<file path="src/rtl/cpu_types_pkg.sv">
// Shared CPU datapath types: the machine word and the packed fetch/decode queue entry.
package cpu_types_pkg;

    localparam int WORD_W = 32;

    typedef logic [WORD_W-1:0] word_t;

    typedef struct packed {
        word_t imemload;
        word_t imemaddr;
        word_t next_memaddr;
    } fdq_entry_t;

endpackage

</file>
<file path="src/rtl/fetch_decode_queue.sv">
// DEPTH-entry circular instruction queue between fetch and decode.
// Head outputs come straight from registered state; an empty queue presents a zero (nop) head.
module fetch_decode_queue
    import cpu_types_pkg::*;
#(
    parameter int DEPTH = 4,
    parameter int WIDTH = 32
) (
    input  logic                   CLK,
    input  logic                   RST,
    input  logic                   ihit,
    input  logic [WIDTH-1:0]       imemload,
    input  logic [WIDTH-1:0]       imemaddr,
    input  logic [WIDTH-1:0]       next_memaddr,
    input  logic                   stall,
    input  logic                   flush,
    output logic [WIDTH-1:0]       n1_imemload,
    output logic [WIDTH-1:0]       n1_imemaddr,
    output logic [WIDTH-1:0]       n1_next_memaddr,
    output logic                   n1_valid,
    output logic                   full,
    output logic [$clog2(DEPTH):0] count
);
    localparam int PW = $clog2(DEPTH);
    localparam int CW = PW + 1;

    typedef struct packed {
        logic [WIDTH-1:0] imemload;
        logic [WIDTH-1:0] imemaddr;
        logic [WIDTH-1:0] next_memaddr;
    } entry_t;

    entry_t        mem_q [DEPTH];
    entry_t        head;
    logic [PW-1:0] rd_ptr_q, rd_ptr_d;
    logic [PW-1:0] wr_ptr_q, wr_ptr_d;
    logic [CW-1:0] count_q, count_d;
    logic          pop;
    logic          push;

    // Handshake: n1_valid acts as valid and ~stall as ready on the decode side (pop = both, no flush);
    // on the fetch side ihit is valid and ~full as ready, except a full queue still accepts when it pops.
    assign n1_valid = (count_q != '0);
    assign full     = (count_q == CW'(DEPTH));
    assign pop      = n1_valid & ~stall & ~flush;
    assign push     = ihit & ~flush & (~full | pop);

    always_comb begin
        rd_ptr_d = rd_ptr_q;
        wr_ptr_d = wr_ptr_q;
        count_d  = count_q;
        if (flush) begin
            rd_ptr_d = '0;
            wr_ptr_d = '0;
            count_d  = '0;
        end else begin
            if (pop)  rd_ptr_d = rd_ptr_q + PW'(1);
            if (push) wr_ptr_d = wr_ptr_q + PW'(1);
            if (push && !pop)      count_d = count_q + CW'(1);
            else if (pop && !push) count_d = count_q - CW'(1);
        end
    end

    always_ff @(posedge CLK) begin
        if (RST) begin
            rd_ptr_q <= '0;
            wr_ptr_q <= '0;
            count_q  <= '0;
            for (int i = 0; i < DEPTH; i++) begin
                mem_q[i] <= '0;
            end
        end else begin
            rd_ptr_q <= rd_ptr_d;
            wr_ptr_q <= wr_ptr_d;
            count_q  <= count_d;
            if (push) begin
                mem_q[wr_ptr_q] <= {imemload, imemaddr, next_memaddr};
            end
        end
    end

    // Stale storage behind an empty queue must never leak to decode.
    assign head            = n1_valid ? mem_q[rd_ptr_q] : '0;
    assign n1_imemload     = head.imemload;
    assign n1_imemaddr     = head.imemaddr;
    assign n1_next_memaddr = head.next_memaddr;
    assign count           = count_q;

endmodule
</file>
<file path="config.mk">
export PLATFORM = sky130hd
export DESIGN_NAME = fetch_decode_queue
export DESIGN_NICKNAME = d
export VERILOG_FILES = /design/src/rtl/cpu_types_pkg.sv /design/src/rtl/fetch_decode_queue.sv
export SDC_FILE = /design/constraint.sdc
export NUM_CORES = 1
export LEC_CHECK = 0
export CAP_MARGIN = 15
export CELL_PAD_IN_SITES_DETAIL_PLACEMENT = 0
export CELL_PAD_IN_SITES_GLOBAL_PLACEMENT = 1
export CORE_MARGIN = 10
export CORE_UTILIZATION = 44
export CTS_BUF_LIST = sky130_fd_sc_hd__clkbuf_4
export CTS_CLUSTER_DIAMETER = 30
export DETAILED_ROUTE_END_ITERATION = 16
export HOLD_SLACK_MARGIN = 0.15
export PLACE_DENSITY = 0.88
export RECOVER_POWER = 100
export SLEW_MARGIN = 25
export SYNTH_ARGS = -nofsm -noshare
export SYNTH_HDL_FRONTEND = slang
export SYNTH_SLANG_ARGS = --single-unit
</file>
<file path="constraint.sdc">
create_clock -name CLK -period 4.41 [get_ports CLK]
set_input_delay 0.882 -clock CLK [delete_from_list [all_inputs] [get_ports CLK]]
set_output_delay 0.882 -clock CLK [all_outputs]
set_load 0.05 [all_outputs]
</file>
### Word-level counts from Yosys, hierarchy flattened

Memories as Yosys holds them, arrays and structs flattened. A register that Yosys moved wholly into a read port is not among the register bits.
Index checks and enable logic that the tools add are counted.

| operators by class | value |
|---|---|
| add/subtract/negate cells | 4 |
| eq/ne operators | 1 |
| reduce and logical (&&, ||, !) cells | 8 |
| muxes and demuxes | 13 |
| bitwise operators | 8 |

Operators with widths:

| kind | number |
|---|---|
| 96-bit 2-to-1 mux | 2 |
| 96-bit OR reduction | 1 |
| 1-bit 2-to-1 mux | 6 |
| 2-bit 2-to-1 mux | 3 |
| 3-bit 2-to-1 mux | 2 |
| 2-bit by 1-bit adder with 2-bit output, second input constant | 2 |
| 1-bit bitwise AND | 4 |
| 3-bit by 1-bit adder with 3-bit output, second input constant | 1 |
| 3-bit == test, second input constant | 1 |
| 1-bit NOT | 3 |
| 3-bit nonzero test | 1 |
| 3-bit by 1-bit subtractor with 3-bit output, second input constant | 1 |
| 1-bit logical AND | 2 |
| 1-bit zero test | 2 |
| 2-bit nonzero test | 1 |
| 2-bit OR reduction | 1 |
| 1-bit bitwise OR | 1 |

| word-level totals | value |
|---|---|
| bits in writable memories | 384 |
| memories | 1 |
| flip-flop bits (word level) | 7 |
| output and inout port bits | 101 |
| input port bits | 101 |

Memories:

| memory | words | width | read ports | clocked after Yosys merged registers in | wr ports | line | RTL |
|---|---|---|---|---|---|---|---|
| mem_q | 4 | 96 | 1 | 1 | 4 | fetch_decode_queue.sv:33 | `entry_t mem_q [DEPTH];` |

### Depth between registers and ports, before layout

| depth | value |
|---|---|
| word-level depth | 10 |
| mapped depth | 9 |
| gate-level depth less buffers | 9 |

### Worst setup path after synthesis

No wires, ideal clock.

| timing | value |
|---|---|
| path kind | input -> register |
| start point | in flush |
| end point | mem mem_q[1][0] (netlist name), enable pin |
| path slack | 84 ps |
| arrival | 3855 ps |
| path buffers | 1 |
| cell stages on the path | 4 |
| library setup time | 471 ps |
| cells stage by stage | nand2b_1 or4_1 buf_2 nand2b_1 |

RTL lines:

| item | line | RTL |
|---|---|---|
| start: declaration | fetch_decode_queue.sv:16 | `input logic flush,` |
| end: declaration | fetch_decode_queue.sv:33 |  |

==> results.py <==
metrics = {
    "power_and_ir_drop": {
        "finalPower_uw": 8290,
        "power.internal_uw": 6280,
        "power_switching_uw": 2010,
        "peakVddDrop_uv": 160,
        "p_clk_frac": 0.374,
        "power_leakage_uw": 0.00769,
        "pwr-share-seq": 0.520,
        "p_comb_frac": 0.106,
        "swShare": 0.242,
        "powerDensity_nw_per_um2": 388,
    },
    "timing": {
        "finalCritPeriodShare": 0.946,
        "fin_hold_ws_ns": 0.492,
        "final_hold_viol_count": 0,
        "drv_slew": 0,
        "clock_skew_ns": 0.0358,
        "min_period_ns": 4.17,
        "relSlewSlack": 0.428,
        "tightestPinTransition_ns": 0.857,
        "fmax_ghz": 0.240,
        "final-setup-viol-count": 0,
    },
    "synthesis": {
        "syn_area_per_cell_um2": 14.6,
        "synth_edf_count": 384,
        "synthTopCellsByArea": "edfxtp_1 66%, mux4_2 12%, nor2_1 6.8%",
        "ys_warn_count": 0,
        "syn_area_um2": 17400,
        "synth_top_area_frac": 0.663,
        "syn_inst": 1194,
        "yosysSeqAreaShare": 0.674,
        "async_flop_share": 0,
        "synth-seq-cells": 393,
        "ys_types": 32,
        "synthFlopType": "edfxtp_1",
        "synth_top_cell_by_area": "edfxtp_1",
        "synth_nets": 1297,
    },
    "flow_run": {
        "cap_violations": 0,
    },
    "place": {
        "dp_cells": 1852,
        "portBuffers": 201,
        "hpwlAfterDp_um": 24200,
        "gp_congestion": 0.739,
    },
    "drt": {
        "via_per_inst": 5.21,
        "wl_per_cell_um": 20.7,
        "routed-via-count": 10600,
        "drt-total-wl_um": 42200,
        "antenna_left": 0,
        "dr.pass1.iters": 5,
        "drc_errors": 0,
        "drt-initial-drc-count": 805,
    },
    "clocking": {
        "clock_latency_ns": 0.72,
        "cts.sinks": 393,
        "ctsRootBufferMaster": "clkbuf_4",
        "cts_max_level": 3,
        "cts_tree": "built",
        "cts_made_buffers": 104,
        "cts.clk_slew.worst_paths_ns": 0.07,
        "clockBufferDepth": 3,
    },
    "finish": {
        "finalNonFillerCells": 2039,
        "final_util": 0.550,
        "layout.nets": 1543,
        "area_growth_pct": 22.9,
        "drive_gt1_frac": 0.248,
        "nFillCells": 3191,
    },
    "global_route": {
        "grt_pass1_vias": 11700,
        "overflow": 0,
        "grt.total_usage": 0.176,
        "grt_antenna_before_repair": 3,
        "grt_max_degree": 98,
        "grt_pass1_wl_um": 65200,
    },
    "critical_path": {
        "r2r_setup_slack_ns": 1.84,
        "max_stage_delay_ns": 0.78,
        "rr_endpoint": "mem_q[3][63]$_DFFE_PP_",
        "crit_type": "register to primary output",
        "path_cells": "buf_12, mux4_2, and2_1, dlygate4sd3_1",
        "required_ns": 3.53,
        "r2r_start": "count[0]$_SDFFE_PP0P_",
        "ff2ff_path_depth": 5,
        "worst_path_max_delay_cell": "dlygate4sd3_1",
        "end_kind": "primary output",
        "startpoint_type": "register",
        "worstPathMaxFanout": 31,
        "arrival_ns": 3.29,
    },
    "floorplanning": {
        "core_area_um2": 38800,
        "start_util": 0.448,
        "io-pin-count": 202,
        "die_area_um2": 47900,
        "die_height_um": 219,
        "rows": 72,
        "die_w_um": 219,
    },
    "status": {
        "outcome": "finished clean",
    },
    "min_path": {
        "min_path_type": "register to register",
        "worstHoldStart": "rd_ptr_q[1]$_SDFFE_PP0N_",
        "min_path_cells": 2,
    },
}
[metrics by stage]
step	area [um2]	worst slack [ns]	TNS, ns
after floorplan	17400	0.0836	0
after global placement	20000	0.917	0
after detailed placement	20000	0.847	0
after CTS	21400	0.0140	0
after global routing	21400	-0.0221	-0.241
final	21400	0.240	0
[layout make-up]
class	instances	area, um2	area share
inverter	4	15.0	0.000703
antenna	3	7.51	0.000351
sequential	393	11700	0.549
timing repair buffer	226	2350	0.110
tap	518	648	0.0303
multi-input combinational	711	5300	0.248
clock inverter	19	77.6	0.00363
clock buffer	165	1240	0.0580
[layout by cell type (no fill, tap or decap), types with 2 or more instances in the layout]
master | netlist | routed
xor2_1 | 2 | 2
inv_2 | 0 | 3
or4_4 | 0 | 2
or3_1 | 4 | 4
and2_0 | 0 | 18
a21oi_1 | 6 | 6
edfxtp_1 | 384 | 384
mux4_2 | 96 | 96
clkbuf_4 | 0 | 165
clkinv_1 | 0 | 12
nor2_1 | 316 | 316
nor2_2 | 70 | 70
clkdlybuf4s50_1 | 0 | 134
buf_4 | 1 | 13
buf_12 | 0 | 12
dlygate4sd3_1 | 0 | 66
dfxtp_4 | 0 | 2
clkinv_2 | 0 | 5
o21ai_0 | 4 | 4
inv_1 | 4 | 3
and2_1 | 96 | 78
nand2b_4 | 0 | 3
nand2b_1 | 101 | 98
diode_2 | 0 | 3
dfxtp_1 | 9 | 7
[registers in the layout (all words and copies together), names as in the netlist, named ones only]
| name | count |
|---|---|
| count | 3 |
| mem_q | 384 |
| rd_ptr_q | 2 |
| wr_ptr_q | 2 |
[synthesized netlist by cell type, types with 2 or more instances]
master    instances
and2_1           96
buf_1             4
dfxtp_1           9
nor2_2           70
xor2_1            2
buf_2            12
inv_1             4
nand2b_1        101
edfxtp_1        384
clkbuf_1         60
mux4_2           96
o21ai_0           4
buf_6             9
a21oi_1           6
or4_1             2
or3_1             4
nor2_1          316
[critical path: cells and delay by family, from the launching register on]
family | cells | cell delay [ns]
flip-flops | 1 | 0.69
AND/OR/NAND/NOR | 1 | 0.16
multiplexers | 1 | 0.54
buffers and inverters | 2 | 1.12
[power by group through the flow]
stage	logic (uW)	clock network, uW	registers [uW]
final	879	3100	4310
after global routing	938	3400	4330
after CTS	911	3180	4310
after detailed placement	907	0	4390
after global placement	902	0	4380
after floorplan	540	0	4390
[logic make-up (layout without fill, tap and decap cells)]
| group | after synthesis | count (layout) | synth area share |
|---|---|---|---|
| simple gates | 598 | 598 | 0.170 |
| fa+ha+maj | 2 | 2 | 0.00187 |
| other cells | 0 | 3 | 0 |
| flops | 393 | 393 | 0.674 |
| buf+inv | 90 | 414 | 0.0244 |
| mux | 97 | 97 | 0.125 |
| compound gates | 12 | 12 | 0.00381 |
| xor+xnor | 2 | 2 | 0.00101 |
[metal layers]
layer / vias up / global-route usage / share of wire
met5: - / 0 / 0.00031
met4: 2 / 0.0427 / 0.011
met3: 42 / 0.0497 / 0.092
met2: 441 / 0.294 / 0.50
met1: 5321 / 0.221 / 0.40
li1: 4816 / - / -
[how the worst max path moves through the flow]
stage                           endpoint                  start  slack [ns]
6_report              n1_next_memaddr[1]               register        0.24
5_1_grt                   n1_imemaddr[4]  count[0]$_SDFFE_PP0P_       -0.02
4_1_cts                   n1_imemaddr[6]  count[0]$_SDFFE_PP0P_        0.01
3_5_place_dp              n1_imemaddr[6]  count[0]$_SDFFE_PP0P_        0.85
3_3_place_gp              n1_imemaddr[6]  count[0]$_SDFFE_PP0P_        0.92
2_1_floorplan  mem_q[1][0]$_SDFFCE_PN0P_                  flush        0.08
[what timing repair did]
item	in CTS	in global routing
resized for setup	0	1
endpoints found under the setup margin	0	56
hold endpoints to repair	0	0
setup buffers	0	0
hold buffers	0	0
No activity file was read; power rests on OpenSTA's default activity.
